$ cat src/rtl/if_pkg.sv
`default_nettype none
// ============================================================================
// if_pkg : shared constants and state encoding for the fetch stage | rev 1.0
// ============================================================================
package if_pkg;

   localparam logic [31:0] NOP_INSTR = 32'h0000_0000;
   localparam logic [31:0] PC_INC    = 32'd4;

   typedef enum logic [1:0] {
      IDLE = 2'd0,
      REQ  = 2'd1,
      DROP = 2'd2
   } fetch_state_t;

endpackage
`default_nettype wire

$ cat src/rtl/if_fetch_unit_fetch_queue.sv
`default_nettype none
// ============================================================================
// fetch_queue : synchronous FIFO of {instruction, pc+4}, clear dominant | rev 1.0
// ============================================================================
module fetch_queue #(
   parameter int WIDTH = 64,
   parameter int DEPTH = 2
) (
   input  logic                         clk,
   input  logic                         reset,
   input  logic                         push,
   input  logic [WIDTH-1:0]             push_data,
   input  logic                         pop,
   input  logic                         clear,
   output logic [$clog2(DEPTH+1)-1:0]   count,
   output logic [WIDTH-1:0]             head
);

   localparam int PW = $clog2(DEPTH);
   localparam int CW = $clog2(DEPTH+1);

   logic [WIDTH-1:0] mem [DEPTH];
   logic [PW-1:0]    rd_ptr;
   logic [PW-1:0]    wr_ptr;
   logic             do_pop;

   // DEPTH is a power of two, so pointers wrap naturally.
   assign do_pop = pop && (count != '0);
   assign head   = mem[rd_ptr];

   always_ff @(posedge clk) begin
      if (!reset) begin
         rd_ptr <= '0;
         wr_ptr <= '0;
         count  <= '0;
      end else if (clear) begin
         rd_ptr <= '0;
         wr_ptr <= '0;
         count  <= '0;
      end else begin
         if (push)
            wr_ptr <= wr_ptr + PW'(1);
         if (do_pop)
            rd_ptr <= rd_ptr + PW'(1);
         case ({push, do_pop})
            2'b10:   count <= count + CW'(1);
            2'b01:   count <= count - CW'(1);
            default: count <= count;
         endcase
      end
   end

   always_ff @(posedge clk) begin
      if (push && !clear)
         mem[wr_ptr] <= push_data;
   end

endmodule
`default_nettype wire

$ cat src/rtl/if_fetch_unit.sv
`default_nettype none
// ============================================================================
// if_fetch_unit : MIPS32 fetch PC, imem req/ack and IF/ID producer | rev 1.0
// ============================================================================
module if_fetch_unit
   import if_pkg::*;
#(
   parameter logic [31:0] RESET_PC = 32'h0000_0000,
   parameter int          FQ_DEPTH = 2
) (
   input  logic        clk,
   input  logic        reset,
   output logic        imem_req,
   output logic [31:0] imem_addr,
   input  logic        imem_ack,
   input  logic [31:0] imem_rdata,
   input  logic        redirect,
   input  logic [31:0] redirect_pc,
   input  logic        id_wen,
   output logic [31:0] IF_Instruction,
   output logic [31:0] IF_PC_p4,
   output logic        IF_valid
);

   localparam int              CW      = $clog2(FQ_DEPTH+1);
   localparam logic [CW:0]     DEPTH_W = (CW+1)'(FQ_DEPTH);

   fetch_state_t  state, next_state;
   logic [31:0]   fetch_pc;
   logic [31:0]   hold_pc;
   logic [31:0]   redirect_aligned;
   logic          q_push, q_pop;
   logic [CW-1:0] q_count;
   logic [63:0]   q_head;
   logic [CW:0]   proj_count;
   logic          room;
   logic          unused_pc_bits;

   assign redirect_aligned = {redirect_pc[31:2], 2'b00};
   assign unused_pc_bits   = ^redirect_pc[1:0];

   // A redirect overrides both push and pop; the clear wipes the queue anyway.
   assign q_push     = (state == REQ) && imem_ack && !redirect;
   assign q_pop      = id_wen && IF_valid && !redirect;
   assign proj_count = {1'b0, q_count} + {{CW{1'b0}}, q_push} - {{CW{1'b0}}, q_pop};
   assign room       = proj_count < DEPTH_W;

   fetch_queue #(
      .WIDTH (64),
      .DEPTH (FQ_DEPTH)
   ) u_queue (
      .clk       (clk),
      .reset     (reset),
      .push      (q_push),
      .push_data ({imem_rdata, fetch_pc + PC_INC}),
      .pop       (q_pop),
      .clear     (redirect),
      .count     (q_count),
      .head      (q_head)
   );

   always_ff @(posedge clk) begin
      if (!reset)
         state <= IDLE;
      else
         state <= next_state;
   end

   always_comb begin
      next_state = state;
      case (state)
         IDLE: begin
            if (redirect || room)
               next_state = REQ;
         end
         REQ: begin
            if (redirect)
               next_state = imem_ack ? REQ : DROP;
            else if (imem_ack)
               next_state = room ? REQ : IDLE;
         end
         DROP: begin
            if (imem_ack)
               next_state = REQ;
         end
         default: next_state = IDLE;
      endcase
   end

   always_comb begin
      imem_req  = 1'b0;
      imem_addr = fetch_pc;
      case (state)
         REQ:  imem_req = 1'b1;
         DROP: begin
            imem_req  = 1'b1;
            imem_addr = hold_pc;
         end
         default: ;
      endcase
   end

   // hold_pc keeps the abandoned address stable until memory completes it.
   always_ff @(posedge clk) begin
      if (!reset) begin
         fetch_pc <= RESET_PC;
         hold_pc  <= RESET_PC;
      end else begin
         if (redirect && (state == REQ) && !imem_ack)
            hold_pc <= fetch_pc;
         if (redirect)
            fetch_pc <= redirect_aligned;
         else if (q_push)
            fetch_pc <= fetch_pc + PC_INC;
      end
   end

   assign IF_valid       = (q_count != '0);
   assign IF_Instruction = IF_valid ? q_head[63:32] : NOP_INSTR;
   assign IF_PC_p4       = IF_valid ? q_head[31:0]  : 32'h0;

endmodule
`default_nettype wire
$ cat config.mk
export PLATFORM = sky130hd
export DESIGN_NAME = if_fetch_unit
export DESIGN_NICKNAME = d
export VERILOG_FILES = /design/src/rtl/if_pkg.sv /design/src/rtl/if_fetch_unit_fetch_queue.sv /design/src/rtl/if_fetch_unit.sv
export SDC_FILE = /design/constraint.sdc
export NUM_CORES = 1
export LEC_CHECK = 0
export BUFFER_PORTS_ARGS = -buffer_cell sky130_fd_sc_hd__clkbuf_2
export CORE_ASPECT_RATIO = 1.4
export CORE_MARGIN = 2
export CORE_UTILIZATION = 25
export CTS_CLUSTER_SIZE = 14
export DETAILED_ROUTE_END_ITERATION = 8
export PLACE_DENSITY_LB_ADDON = 0.12
export SYNTH_ARGS = -nofsm -noshare
export SYNTH_HDL_FRONTEND = slang
export SYNTH_SLANG_ARGS = --single-unit
$ cat constraint.sdc
create_clock -name clk -period 4.54 [get_ports clk]
set_clock_uncertainty 0.05 [all_clocks]
set_input_delay 0.908 -clock clk [delete_from_list [all_inputs] [get_ports clk]]
set_output_delay 0.908 -clock clk [all_outputs]
set_load 0.05 [all_outputs]
* After elaboration in Yosys (flattened, before gate mapping)
Memory sizes are Yosys's and may differ from the RTL's. A register that Yosys moved wholly into a read port is not among the register bits.
Index checks and enable logic that the tools add are counted.
** Storage, ports and cells
- Flip-flop bits (word level) :: 70
- Latch bits :: 0
- Logic and storage cells :: 60
- Memory bits (writable) :: 128
- Input bits :: 69
- Memories kept :: 1
- Memory bits (read-only) :: 0
** Memory list
- u_queue.mem :: words 2, width 64, rd ports 1, clocked after Yosys merged registers in 1, write ports 1, line if_fetch_unit_fetch_queue.sv:22 : logic [WIDTH-1:0] mem [DEPTH];
** Operators by class
- Shifts and indexed selects :: 0
- $mul :: 0
- Mux-type cells :: 18
- Order comparisons :: 1
- Equality and inequality tests :: 7
- Reductions and logical operators :: 18
- Div/mod/pow operators :: 0
- Bitwise logic cells :: 1
- Add/subtract/negate cells :: 7
** Operators with widths (count)
- 32-bit two-way mux :: 5
- 32-bit by 3-bit adder with 32-bit output (second input constant) :: 1
- 2-bit two-way mux :: 5
- 1-bit logical AND :: 8
- 1-bit two-way mux :: 6
- 2-bit one-hot mux with 3 select lines :: 1
- 2-bit nonzero test :: 3
- 2-bit by 1-bit equality test with 1-bit output (second input constant) :: 2
- 2-bit equality test (second input constant) :: 2
- 2-bit inequality test (second input constant) :: 2
- 2-bit one-hot mux with 2 select lines :: 1
- 2-bit OR reduction :: 2
- 2-bit by 1-bit adder with 3-bit output :: 1
- 3-bit by 2-bit < comparator with 1-bit output (second input constant) :: 1
- 3-bit inequality test (second input constant) :: 1
- 3-bit AND reduction :: 1
- 3-bit by 1-bit subtractor with 3-bit output :: 1
- 1-bit adder (second input constant) :: 2
- 2-bit by 1-bit adder with 2-bit output (second input constant) :: 1
- 1-bit zero test :: 2
- 2-bit zero test :: 1
- 2-bit by 1-bit subtractor with 2-bit output (second input constant) :: 1
- 1-bit logical OR :: 1
- 1-bit NOT :: 1

* Depth between registers and ports, before layout
- Word-level depth :: 10
- Depth in mapped cells :: 11
- Depth with buffers taken out :: 11

* Hierarchy
A second synthesis with hierarchy kept.
** Second synthesis, totals
- Cell total of the unflattened synthesis :: 796
- Area total of the unflattened synthesis :: 9177.6 sq um
** Modules (own cells, without submodules)
- fetch_queue :: cells an instance 222, area an instance 4823.4 sq um, times used 1, seq. area each 3943.8 sq um
- if_fetch_unit :: cells an instance 574, area an instance 4354.2 sq um, times used 1, seq. area each 1241.2 sq um

* Worst setup path before layout
OpenSTA, ideal clock, no wires.
- Kind :: input-to-reg
- Start point :: input port redirect
- End point :: memory u_queue.mem[0][10] (enable)
- Stages on the path :: 6
- Arrival time :: 4.287 ns
- Setup slack :: -0.279 ns
- Setup time :: 0.482 ns
- Data required time :: 4.008 ns
- Path buffers :: 3
- Path through :: clkbuf_1 > inv_1 > buf_2 > clkbuf_1 > nand2_1 > nor2_1
** Between the ends
- Cells in the longest elaborated chain, start to end :: 5
** RTL lines
- from (decl) :: line if_fetch_unit.sv:17 : input logic redirect,
- 1-bit zero test * :: line if_fetch_unit_fetch_queue.sv:54, if_fetch_unit.sv:43
- 1-bit logical AND :: line if_fetch_unit.sv:43 : assign q_push = (state == REQ) && imem_ack && !redirect;
- 1-bit logical AND * :: line if_fetch_unit_fetch_queue.sv:54 : if (push && !clear)
- 1-bit two-way mux * :: line if_fetch_unit_fetch_queue.sv:54
- 1-bit two-way mux (not written as such) * :: line if_fetch_unit_fetch_queue.sv:55 : mem[wr_ptr] <= push_data;
- to (decl) :: line if_fetch_unit_fetch_queue.sv:22
Mark *: on every way between the ends. The rest lies on a longest branch, timed or not.

==> out/metrics.cfg <==
[cells_and_area]
layout_common_cells = 160 x clkbuf_2, 124 x edfxtp_1, 100 x nand2_1
area_growth_pct = 19.9
drive_gt1_share_pct = 24.9
final_common_cell = clkbuf_2
n_antenna_cell = 0
final_area_um2 = 10600
fin_nets = 1019
stdcell_count = 1411

[drt]
drt_iter0_drc = 438
wl_met2_um = 12400
firstDrtPassIters = 4
ant_nets = 0
vias = 6387
viasPerCell = 4.53
routed.top_layer = met4
route.met3.wl_um = 1060
routed_wl_um = 24700
avgRoutedWirePerCell_um = 17.5
wl_met1_um = 10800
post-route-drc-count = 0

[yosys]
netlist_instances = 820
syn_avg_cell_area_um2 = 10.8
yosysWarnings = 0
yosysSeqAreaShare_pct = 57.1
synth-async-reset-ratio_pct = 0
syn-cell-area_um2 = 8870
netlist-cell-type-count = 49
ys_ff_latch = 191
synth_edf_count = 124
synth_ff_type = edfxtp_1

[critical_path]
critPathArrivalTime_ns = 2.23
crit_path_max_fanout = 37
worstPathRequired_ns = 3.58
cp-start-kind = register
crit_type = reg -> out
crit_path_end_kind = output pin

[run]
max_cap_viol_count = 0

[grt]
grt.total_usage_pct = 13.3
grt_start_max_net_pins = 63
grt_pass1_vias = 6090
grt.overflow.total = 0
antenna_found_initial = 0
grt_pass1_wl_um = 36400

[sta]
tightest_slew_ns = 1.04
timing_max_transition_violations_final = 0
setup_viol = 0
setup_slack_ns = 1.35
fmax_ghz = 0.314
post-route-period-util_pct = 70.3
period_minus_slack_ns = 3.19
hold_viol_final = 0
rsz0062_at_grt = no
final.setup.tns_ns = 0
max_slew_margin_pct = 30.1

[clock_network]
clk_pin_slew_ns = 0.08
post-cts-setup-buffers = 0
cts_buffers = 17
clock_sinks = 191
clkLatencyLatePin_ns = 0.45
holdBufCountCts = 0
root_buffer = clkbuf_16
cts_tree = yes
cts_max_level = 4
cts_buffer_depth = 2
cts_resized = 0

[place]
gp_congestion = 0.739
io_buffers = 160
placed_cells = 1379
dp_slack_ns = 1.25
dpl_cell_area_um2 = 10100
dpl.hpwl_um = 17400

[pwr]
power.density_nw_per_um2 = 357
p_leak_nw = 3.74
vdd_drop_max_mv = 0.196
total_power_mw = 3.80

[worst_hold_path]
hp-class = reg -> reg

[floorplanning]
io-pin-count = 167
fp.coreArea_um2 = 35000
dieWidth_um = 163
rows = 81
die_area_um2 = 37000
start_util_pct = 25.4
dieHeight_um = 227

[status]
status = completed

==> registers in the layout, indices dropped and copies added, names as in the netlist, named ones only <==
name / count
hold_pc: 30
u_queue.rd_ptr: 1
u_queue.mem: 124
u_queue.wr_ptr: 1
fetch_pc: 30
state: 2
u_queue.count: 2
==> path summary, 6_finish.rpt <==
path	startpoint	to	slack, ns	cells after the start
worst max-delay path	register	IF_Instruction[23]	1.35	4
worst min-delay path	hold_pc[12]	hold_pc[12]	0.40	2
worst max register to register	fetch_pc[3]	u_queue.mem[0][18]	1.48	5
worst min register to register	hold_pc[12]	hold_pc[12]	0.40	2
==> Yosys cell counts, types with 2 or more instances <==
cell      instances  share of area, %
edfxtp_1        124                42
or4_1             6              0.51
ha_1              7              0.99
inv_1            10              0.42
xnor2_1          25               2.5
a311oi_1          4              0.39
clkbuf_1         50               2.1
and3_1            5              0.35
nor4_1            9              0.63
a21oi_1          45               2.5
nor2b_1           2              0.14
dfxtp_1          67                15
a31oi_1           8              0.56
o311ai_0          2              0.20
and2_1            6              0.42
nor2_1           90               3.8
o31ai_1           4              0.34
xor2_1           17               1.7
mux2i_1          63               7.1
o311a_1           2              0.23
or3_1            12              0.85
buf_2            10              0.56
buf_6             3              0.38
o21ai_0          33               1.9
clkbuf_2          2              0.11
nor3_1           10              0.56
nand4_1          15               1.1
nand2b_1          5              0.35
buf_1             8              0.34
and4_1            7              0.69
a211oi_1          3              0.25
nand3_1          17              0.96
a221o_1           4              0.45
o221ai_1          2              0.20
buf_4             4              0.34
nand2_1         100               4.2
mux2_2           27               3.4
==> stage by stage <==
step / utilization (%) / hold WS, ns
2_1_floorplan: - / 0.383
3_3_place_gp: 28.8 / 0.388
3_5_place_dp: 28.8 / 0.393
4_1_cts: 30.4 / 0.405
5_1_grt: 30.4 / 0.419
6_report: 30.4 / 0.403
==> worst max-delay path, stage by stage, from the launching register on <==
cell and delay, ns:
dfxtp_4 0.81, buf_4 0.40, mux2i_1 0.23, nor2_1 0.06
clkbuf_2 0.27
==> power by group <==
group          switching (mW)  internal (mW)  leakage [nW]
clock network           0.672          0.762         0.267
logic                   0.278          0.123          1.79
registers              0.0611           1.90          1.68
==> routing by layer <==
| metal | global-route usage, % | up-vias |
|---|---|---|
| li1 | - | 3162 |
| met1 | 16.4 | 3035 |
| met2 | 22.6 | 164 |
| met3 | 2.85 | 26 |
| met4 | 5.28 | 0 |
| met5 | 0 | - |
==> cells by family after synthesis <==
kind of cell	synth area share, %
xor gates and xnor gates	4.15
buffers and inverters	4.27
AOI/OAI and AO/OA	7.52
adders and majority gates	1.21
muxes	10.5
and+or+nand+nor	15.2
other	0.0423
DFF	57.1
==> area by class of cell <==
class,count,area [um2]
fillers,3673,24300
flip-flops and latches,191,5070
multi-input cells,545,3460
repair buffers,177,953
well taps,456,571
clock buffers,23,489
clock inverters,9,58.8
inverters,10,37.5
Power figures use the tool's default switching activity.
